[src/rtl/pipe_stall_ctrl_pkg.sv]
// rtl/pipe_stall_ctrl_pkg.sv - shared types and constants for the pipeline stall controller
//
// Contents:
//   stall_t        6-bit stall vector (bit0 pc .. bit5 wb), 1 = Stop
//   Stop/NoStop    per-bit stall encodings
//   StallNone/Id/Ex/Mem  stall patterns in decreasing priority order (Mem > Ex > Id)
//   mc_state_e     multi-cycle sequencer states
//   RstActive      level of the local active-low reset
//   eff_cycles()   fixed-latency count with 0 treated as 1

package pipe_stall_ctrl_pkg;

  typedef logic [5:0] stall_t;

  localparam logic Stop   = 1'b1;
  localparam logic NoStop = 1'b0;

  // A stage at Stop holds; the first stage above it at NoStop inserts a bubble.
  localparam stall_t StallNone = {NoStop, NoStop, NoStop, NoStop, NoStop, NoStop};
  localparam stall_t StallId   = {NoStop, NoStop, NoStop, Stop,   Stop,   Stop};
  localparam stall_t StallEx   = {NoStop, NoStop, Stop,   Stop,   Stop,   Stop};
  localparam stall_t StallMem  = {NoStop, Stop,   Stop,   Stop,   Stop,   Stop};

  // Legacy blocks keep their own reset sense; this one is active-low.
  localparam logic RstActive = 1'b0;

  typedef enum logic [1:0] {
    S_IDLE = 2'd0,
    S_FIX  = 2'd1,
    S_VAR  = 2'd2
  } mc_state_e;

  // A requested latency of 0 behaves exactly like 1.
  function automatic logic [5:0] eff_cycles(input logic [5:0] n);
    return (n == 6'd0) ? 6'd1 : n;
  endfunction

endpackage

[src/rtl/pipe_stall_ctrl_if.sv]
// rtl/pipe_stall_ctrl_if.sv - request/response bundle between pipeline stages and the stall controller
//
// Signals:
//   stallreq_id/ex/mem  stage stall requests
//   mc_start/mc_var/mc_cycles/mc_done  multi-cycle EX op issue and completion
//   flush_req           exception/eret flush request
//   stall[5:0]          stall vector to pc_reg and the inter-stage registers
//   flush               registered one-cycle flush pulse
//   mc_busy             multi-cycle op in progress
//   mc_timeout          registered one-cycle pulse on variable-latency timeout
// Modports:
//   master  pipeline side (drives requests, receives stall/flush)
//   slave   controller side

interface pipe_stall_ctrl_if #(
  parameter int CNT_W = 6
);

  logic             stallreq_id;
  logic             stallreq_ex;
  logic             stallreq_mem;
  logic             mc_start;
  logic             mc_var;
  logic [CNT_W-1:0] mc_cycles;
  logic             mc_done;
  logic             flush_req;
  logic [5:0]       stall;
  logic             flush;
  logic             mc_busy;
  logic             mc_timeout;

  modport master (
    output stallreq_id, stallreq_ex, stallreq_mem,
    output mc_start, mc_var, mc_cycles, mc_done, flush_req,
    input  stall, flush, mc_busy, mc_timeout
  );

  modport slave (
    input  stallreq_id, stallreq_ex, stallreq_mem,
    input  mc_start, mc_var, mc_cycles, mc_done, flush_req,
    output stall, flush, mc_busy, mc_timeout
  );

endinterface

[src/rtl/pipe_stall_ctrl.sv]
// rtl/pipe_stall_ctrl.sv - stall/flush sequencer for the 5-stage MIPS32 pipeline
//
// Ports:
//   clk   pipeline clock
//   rst   asynchronous reset, active-low
//   bus   pipe_stall_ctrl_if.slave (stall requests, multi-cycle op control,
//         flush request in; stall vector, flush, mc_busy, mc_timeout out)
// Parameters:
//   CNT_W     width of the fixed-latency counter and of mc_cycles
//   MAX_WAIT  variable-latency wait budget in stall cycles (>= 2)
//   WAIT_W    width of the wait counter (2^WAIT_W > MAX_WAIT)

module pipe_stall_ctrl
  import pipe_stall_ctrl_pkg::*;
#(
  parameter int CNT_W    = 6,
  parameter int MAX_WAIT = 64,
  parameter int WAIT_W   = 7
) (
  input  logic                clk,
  input  logic                rst,
  pipe_stall_ctrl_if.slave    bus
);

  mc_state_e         state_q, state_d;
  logic [CNT_W-1:0]  cnt_q, cnt_d;
  logic [WAIT_W-1:0] wcnt_q, wcnt_d;
  logic              flush_q, flush_d;
  logic              timeout_q, timeout_d;

  logic [CNT_W-1:0]  n_eff;
  logic              mc_accept;
  logic              mc_hold;
  stall_t            stall_vec;

  always_ff @(posedge clk or negedge rst) begin
    if (!rst) begin
      state_q   <= S_IDLE;
      cnt_q     <= '0;
      wcnt_q    <= '0;
      flush_q   <= 1'b0;
      timeout_q <= 1'b0;
    end else begin
      state_q   <= state_d;
      cnt_q     <= cnt_d;
      wcnt_q    <= wcnt_d;
      flush_q   <= flush_d;
      timeout_q <= timeout_d;
    end
  end

  always_comb begin
    state_d   = state_q;
    cnt_d     = cnt_q;
    wcnt_d    = wcnt_q;
    flush_d   = 1'b0;
    timeout_d = 1'b0;
    mc_hold   = 1'b0;

    n_eff = (bus.mc_cycles == '0) ? CNT_W'(1) : bus.mc_cycles;

    // A start coincident with a flush is dropped; the flush wins.
    mc_accept = bus.mc_start && (state_q == S_IDLE) && !bus.flush_req;

    unique case (state_q)
      S_IDLE: begin
        if (mc_accept) begin
          if (!bus.mc_var) begin
            // The start cycle is the first stall cycle, so N-1 remain.
            if (n_eff > CNT_W'(1)) begin
              state_d = S_FIX;
              cnt_d   = n_eff - CNT_W'(1);
            end
          end else if (!bus.mc_done) begin
            state_d = S_VAR;
            wcnt_d  = WAIT_W'(1);
          end
        end
      end

      S_FIX: begin
        mc_hold = 1'b1;
        if (cnt_q <= CNT_W'(1)) begin
          state_d = S_IDLE;
          cnt_d   = '0;
        end else begin
          cnt_d = cnt_q - CNT_W'(1);
        end
      end

      S_VAR: begin
        // Result valid releases the stall in the same cycle.
        if (bus.mc_done) begin
          state_d = S_IDLE;
          wcnt_d  = '0;
        end else begin
          mc_hold = 1'b1;
          if (wcnt_q == WAIT_W'(MAX_WAIT - 1)) begin
            state_d   = S_IDLE;
            wcnt_d    = '0;
            timeout_d = 1'b1;
          end else begin
            wcnt_d = wcnt_q + WAIT_W'(1);
          end
        end
      end

      default: begin
        state_d = S_IDLE;
        cnt_d   = '0;
        wcnt_d  = '0;
      end
    endcase

    // Flush aborts whatever op is in flight.
    if (bus.flush_req) begin
      state_d   = S_IDLE;
      cnt_d     = '0;
      wcnt_d    = '0;
      flush_d   = 1'b1;
      timeout_d = 1'b0;
    end
  end

  always_comb begin
    stall_vec = StallNone;
    if (bus.flush_req) begin
      stall_vec = StallNone;
    end else if (bus.stallreq_mem) begin
      stall_vec = StallMem;
    end else if (bus.stallreq_ex || mc_accept || mc_hold) begin
      stall_vec = StallEx;
    end else if (bus.stallreq_id) begin
      stall_vec = StallId;
    end
  end

  // Stall is forced released for as long as reset is held.
  assign bus.stall      = (rst == RstActive) ? StallNone : stall_vec;
  assign bus.flush      = flush_q;
  assign bus.mc_busy    = (state_q != S_IDLE);
  assign bus.mc_timeout = timeout_q;

endmodule

[src/flat_wrapper.sv]
// flat-port wrapper written by rule: the top's interface ports become plain ports
module pipe_stall_ctrl_flat import pipe_stall_ctrl_pkg::*;
#(
  parameter int CNT_W    = 6,
  parameter int MAX_WAIT = 64,
  parameter int WAIT_W   = 7
)
  (clk, rst, bus_stallreq_id, bus_stallreq_ex, bus_stallreq_mem, bus_mc_start, bus_mc_var, bus_mc_cycles, bus_mc_done, bus_flush_req, bus_stall, bus_flush, bus_mc_busy, bus_mc_timeout);
  pipe_stall_ctrl_if #(.CNT_W(CNT_W)) bus_i ();
  input  logic clk;
  input  logic rst;
  input wire logic [$bits(bus_i.stallreq_id)-1:0] bus_stallreq_id;
  input wire logic [$bits(bus_i.stallreq_ex)-1:0] bus_stallreq_ex;
  input wire logic [$bits(bus_i.stallreq_mem)-1:0] bus_stallreq_mem;
  input wire logic [$bits(bus_i.mc_start)-1:0] bus_mc_start;
  input wire logic [$bits(bus_i.mc_var)-1:0] bus_mc_var;
  input wire logic [$bits(bus_i.mc_cycles)-1:0] bus_mc_cycles;
  input wire logic [$bits(bus_i.mc_done)-1:0] bus_mc_done;
  input wire logic [$bits(bus_i.flush_req)-1:0] bus_flush_req;
  output wire logic [$bits(bus_i.stall)-1:0] bus_stall;
  output wire logic [$bits(bus_i.flush)-1:0] bus_flush;
  output wire logic [$bits(bus_i.mc_busy)-1:0] bus_mc_busy;
  output wire logic [$bits(bus_i.mc_timeout)-1:0] bus_mc_timeout;
  assign bus_i.stallreq_id = bus_stallreq_id;
  assign bus_i.stallreq_ex = bus_stallreq_ex;
  assign bus_i.stallreq_mem = bus_stallreq_mem;
  assign bus_i.mc_start = bus_mc_start;
  assign bus_i.mc_var = bus_mc_var;
  assign bus_i.mc_cycles = bus_mc_cycles;
  assign bus_i.mc_done = bus_mc_done;
  assign bus_i.flush_req = bus_flush_req;
  assign bus_stall = bus_i.stall;
  assign bus_flush = bus_i.flush;
  assign bus_mc_busy = bus_i.mc_busy;
  assign bus_mc_timeout = bus_i.mc_timeout;
  pipe_stall_ctrl #(.CNT_W(CNT_W), .MAX_WAIT(MAX_WAIT), .WAIT_W(WAIT_W)) u_core (.clk(clk), .rst(rst), .bus(bus_i));
endmodule
[config.mk]
export PLATFORM = sky130hd
export DESIGN_NAME = pipe_stall_ctrl_flat
export DESIGN_NICKNAME = d
export VERILOG_FILES = /design/src/rtl/pipe_stall_ctrl_pkg.sv /design/src/rtl/pipe_stall_ctrl_if.sv /design/src/rtl/pipe_stall_ctrl.sv /design/src/flat_wrapper.sv
export SDC_FILE = /design/constraint.sdc
export NUM_CORES = 1
export LEC_CHECK = 0
export CAP_MARGIN = 40
export CORE_MARGIN = 2
export CORE_UTILIZATION = 25
export CTS_CLUSTER_SIZE = 8
export DETAILED_ROUTE_END_ITERATION = 8
export PLACE_DENSITY = 0.54
export SYNTH_ARGS = -nofsm -noshare
export SYNTH_HDL_FRONTEND = slang
export SYNTH_SLANG_ARGS = --single-unit
[constraint.sdc]
create_clock -name clk -period 2.6 [get_ports clk]
set_input_delay 0.39 -clock clk [delete_from_list [all_inputs] [get_ports clk]]
set_output_delay 0.39 -clock clk [all_outputs]
set_load 0.02 [all_outputs]
After elaboration in Yosys (flattened, before gate mapping). Index checks and enable logic that the tools add are counted.

Add/subtract/negate cells: 3. $lt $le $gt $ge: 2. Eq/ne operators: 14. Multiplexer cells: 35. Reductions and logical operators: 11.

Operator list (count): $mux 6 (10); $mux 7 (6); $pmux 7 s3 (1); $pmux 6 s3 (1); $mux 2 (8); $ne 3x3->1 const B (4); $sub 6x1->6 const B (2); $ne 4x4->1 const B (2); $reduce_and 4->1 (2); $add 7x1->7 const B (1); $eq 7x6->1 const B (1); $gt 6x1->1 const B (1); $le 6x1->1 const B (1); $logic_not 6->1 (1); $mux 1 (6); $ne 3x2->1 const B (2); $pmux 2 s3 (1); $reduce_and 5->1 (1); $ne 2x2->1 const B (2); $ne 4x3->1 const B (1); $mux 3 (1); $eq 2x1->1 const B (1); $eq 2x2->1 const B (1); $logic_and 1x1->1 (2); other kinds (5) (6).

Flip-flop bits (word level): 17. Output and inout port bits: 9.

Logic depth before layout (Yosys ltp).
Depth after elaboration: 9. Gate-level depth with buffers: 8.

Worst setup path before layout. No wires, ideal clock.

Kind: input port to flip-flop. From: in bus_mc_cycles[3]. To: reg u_core.state_q[0]. Setup time: 125 ps. Arrival time: 2436 ps. Data required time: 2475 ps. Path slack: 39 ps. Stages: 7. Cells stage by stage: or4_4 -> o21ba_2 -> ha_1 -> nor2_1 -> o311ai_4 -> a311oi_4 -> mux2_4.

Word-level cells in the longest chain between the ends: 5.

RTL lines: start, declared (RTL line flat_wrapper.sv:17) `input wire logic [$bits(bus_i.mc_cycles)-1:0] bus_mc_cycles;`; $logic_not 6->1 (RTL line pipe_stall_ctrl.sv:60) `n_eff = (bus.mc_cycles == '0) ? CNT_W'(1) : bus.mc_cycles;`; $mux 6 * (RTL line pipe_stall_ctrl.sv:60); $gt 6x1->1 * (RTL line pipe_stall_ctrl.sv:70) `if (n_eff > CNT_W'(1)) begin`; $ne 4x4->1 (no source line) *; $reduce_and 5->1 (no source line) *; end signal, assigned (RTL line pipe_stall_ctrl.sv:44) `state_q <= state_d;`; end, declared (RTL line pipe_stall_ctrl.sv:25) `mc_state_e state_q, state_d;`.

Every way passes the cells marked *; elsewhere a longest branch is shown, timed or not. A chain may end at the register's enable or synchronous reset.

Worst setup path in the final report.
From: in bus_mc_cycles[3]. To: reg u_core.cnt_q[4].

Word-level cells in the longest chain between the ends: 8. Elaborated cells between the ends (all ways): 11. Those cells by class: add/sub: 1; order compare: 1; eq/ne: 1; mux: 6; reduce/logical: 2.

RTL lines: $logic_not 6->1 (RTL line pipe_stall_ctrl.sv:60); $mux 6 * (RTL line pipe_stall_ctrl.sv:60); $sub 6x1->6 (RTL line pipe_stall_ctrl.sv:72) `cnt_d = n_eff - CNT_W'(1);`; $mux 6 (RTL line pipe_stall_ctrl.sv:70); $mux 6 (RTL line pipe_stall_ctrl.sv:68) `if (!bus.mc_var) begin`; $mux 6 (RTL line pipe_stall_ctrl.sv:67) `if (mc_accept) begin`; $pmux 6 s3 (RTL line pipe_stall_ctrl.sv:65) `unique case (state_q)`; $mux 6 (RTL line pipe_stall_ctrl.sv:116) `if (bus.flush_req) begin`; end signal, assigned (RTL line pipe_stall_ctrl.sv:45) `cnt_q <= cnt_d;`; end, declared (RTL line pipe_stall_ctrl.sv:26) `logic [CNT_W-1:0] cnt_q, cnt_d;`.

Every way passes the cells marked *; elsewhere a longest branch is shown, timed or not. The select of a mux whose other input is x is not followed.

==> impl_metrics.ini <==
[status]
status = completed

[global_routing]
grt_start_max_net_pins = 14
grt_first_pass_wirelength_um = 5800
antenna_found_initial = 0
grt_use_met2_pct = 19.1
busiest_layer = met2
grt_overflow_total = 0
grt_usage_pct = 11.9
grt_pass1_vias = 1235
grt_util_met1_pct = 16.4
grt_use_met3_pct = 1.98

[routing]
vias_per_cell = 5.02
wl_um = 3490
route.detailed.drc = 0
routed-via-count = 1290
ant_nets = 0
dr.pass1.iters = 4
wl_per_cell_um = 13.6
drt_iter0_drc = 69

[cts]
cts_made_buffers = 3
postCtsSetupRepairBufs = 0
cts.sinks = 17
worstSkewPairLatency_ns = 0.25
htreeDepth = 1
ctsRootBufferMaster = clkbuf_8
clkTransAtPathRegs_ns = 0.07
clock_path_buffers = 2
cts_tree = done
hold_buffers = 0

[setup_path]
reg2reg_setup_slack_ns = 0.57
reg2reg_to = u_core.state_q[0]
worstPathArrival_ns = 2.60
crit_fanout = 5
endpoint_kind = flip-flop
endpoint = u_core.cnt_q[4]
required_ns = 2.73
r2r_start = u_core.state_q[0]
crit_start = bus_mc_cycles[3]
start_kind = input port
worstSetupPathType = input port to flip-flop
ff2ff_path_depth = 7

[synthesis]
synth_most_common_cell = dfrtp_1
syn-instance-count = 148
synth_top_area_cell = dfrtp_1
ys_seq_elements = 17
syn_area_sq_mm = 0.00137
ys_top_cells_by_count = 17 x dfrtp_1, 12 x inv_1, 12 x nor2_1, 10 x nand2_1, 9 x o21ai_0
synth-main-ff-cell = dfrtp_1
syn-num-nets = 171
async_flop_share_pct = 100
netlist.area_leader.share_pct = 31.1
synth_edf_count = 0
yosysUniqueCellTypes = 57
ys_seq_area_share_pct = 31.1
yosys_warnings = 0
synthTopCellsByArea = dfrtp_1 31%, ha_1 7.3%, o21ai_0 3.3%
avgSynthCellArea_sq_um = 9.25

[final_layout]
drive_gt1_share_pct = 24.1
nNetsFinal = 211
finalInstanceArea_sq_mm = 0.00187
area_delta_synth_final_pct = 36.7
final_cells = 257
nFillCells = 559
n_antenna_cell = 0

[timing]
hold_violations = 0
skew_ns = 0.00228
holdWs_ns = 0.461
final-setup-viol-count = 0
finalMaxSlewViolations = 0
setup-tns-final_ns = 0
max_freq_mhz = 404
rsz0062_at_grt = no
fin_crit_sh_pct = 95.1
tightest_slew_ns = 0.550
min_period_ns = 2.47
relSlewSlack_pct = 63.2

[worst_hold_path]
whs_path_depth = 1
min_path_type = flip-flop to flip-flop

[place]
place_inst = 253
portBuffers = 22
placed_area_sq_mm = 0.00177
gp_congestion = 0.861
dp_hpwl_um = 2740

[die]
num_rows = 26
io_pins = 24
coreArea_sq_mm = 0.00520
die_h_um = 78.0
fp.dieW_um = 78.0
dieArea_sq_mm = 0.00608
start_util_pct = 26.3

[pwr]
leakage_uw = 0.000856
power.density_mw_per_mm2 = 624
ir_worst_vdd_mv = 0.352

[run]
cap_violations = 0
==> worst max-delay path, cell delays in order <==
cell and delay [ns]:
clkdlybuf4s50_1 0.42, or4_4 0.44, o21ba_4 0.21, buf_4 0.13, inv_1 0.05, ha_2 0.18, nor2_4 0.05, buf_4 0.15
o211ai_4 0.24, and2_2 0.25, o32ai_1 0.10
==> metrics by stage <==
stage / util (%) / total power [uW] / worst slack [ns]
floorplan: - / 763 / 0.0390
detailed placement: 34.0 / 950 / -0.331
global route: 35.9 / 1250 / 0.0571
CTS: 34.9 / 1160 / 0.0138
finish: 35.9 / 1170 / 0.127
global placement: 34.0 / 953 / -0.288
==> registers in the layout (all words and copies together) (netlist names) <==
signal / count
u_core.state_q: 2
u_core.bus.flush: 1
u_core.cnt_q: 6
u_core.wcnt_q: 7
u_core.bus.mc_timeout: 1
==> cells by family after synthesis <==
kind of cell | Yosys count | share of synthesized area (%)
buffers and inverters | 19 | 7.50
adders and majority gates | 8 | 7.31
other | 1 | 0.274
AOI/OAI and AO/OA | 46 | 28.2
and+or+nand+nor | 52 | 21.8
muxes | 3 | 2.56
DFF | 17 | 31.1
xor gates and xnor gates | 2 | 1.28
==> power by group <==
group	total [uW]	switching, uW	internal, uW	leakage, uW
clock network	202	93.1	109	0.0000228
logic	610	331	279	0.000605
registers	356	45.0	311	0.000228
==> layout make-up <==
class                           count  area [sq um]  share of cell area (%)
Multi-Input combinational cell    112           882                    47.2
Tap cell                           70          87.6                    4.68
Clock buffer                        4          45.0                    2.41
Timing Repair Buffer               42           385                    20.6
Inverter                           12          45.0                    2.41
Sequential cell                    17           425                    22.7
==> routing by layer <==
layer / wire, um / up-vias
met2: 1690 / 26
met1: 1630 / 631
li1: - / 629
met5: 0 / -
met3: 128 / 4
met4: 45 / 0
==> placed cells by master, fill, tap and decap left out, types with 2 or more instances in the layout <==
cell	instances
a211o_1	2
and2_2	2
nor3_1	4
clkdlybuf4s50_1	16
nand2b_1	2
dfrtp_1	17
nand3_1	2
o31ai_1	2
nor3b_1	2
o21ai_0	8
a21oi_1	5
dlymetal6s2s_1	6
mux2i_1	2
a32o_1	2
a211oi_1	3
inv_1	12
clkbuf_8	3
and3_1	2
o32ai_1	2
nor2_1	11
nand2_1	10
a221oi_1	2
ha_2	2
buf_4	20
ha_1	6
nor2b_1	4
or4_4	2
==> repair_timing <==
| item | in CTS | in global routing |
|---|---|---|
| gates resized for setup | 1 | 16 |
| hold endpoints to repair | 0 | 0 |
| pin swaps | 0 | 4 |
| endpoints found under the setup margin | 6 | 11 |
==> how the worst min path moves through the flow <==
| stage | slack, ns | start | end |
|---|---|---|---|
| finish | 0.46 | u_core.wcnt_q[6] | u_core.bus.mc_timeout |
| global route | 0.48 | u_core.wcnt_q[6] | u_core.bus.mc_timeout |
| CTS | 0.46 | u_core.wcnt_q[6] | u_core.bus.mc_timeout |
| detailed placement | 0.44 | u_core.wcnt_q[6] | u_core.bus.mc_timeout |
| global placement | 0.44 | u_core.wcnt_q[6] | u_core.bus.mc_timeout |
| floorplan | 0.09 | rst | u_core.bus.flush |
Power figures use the tool's default switching activity.
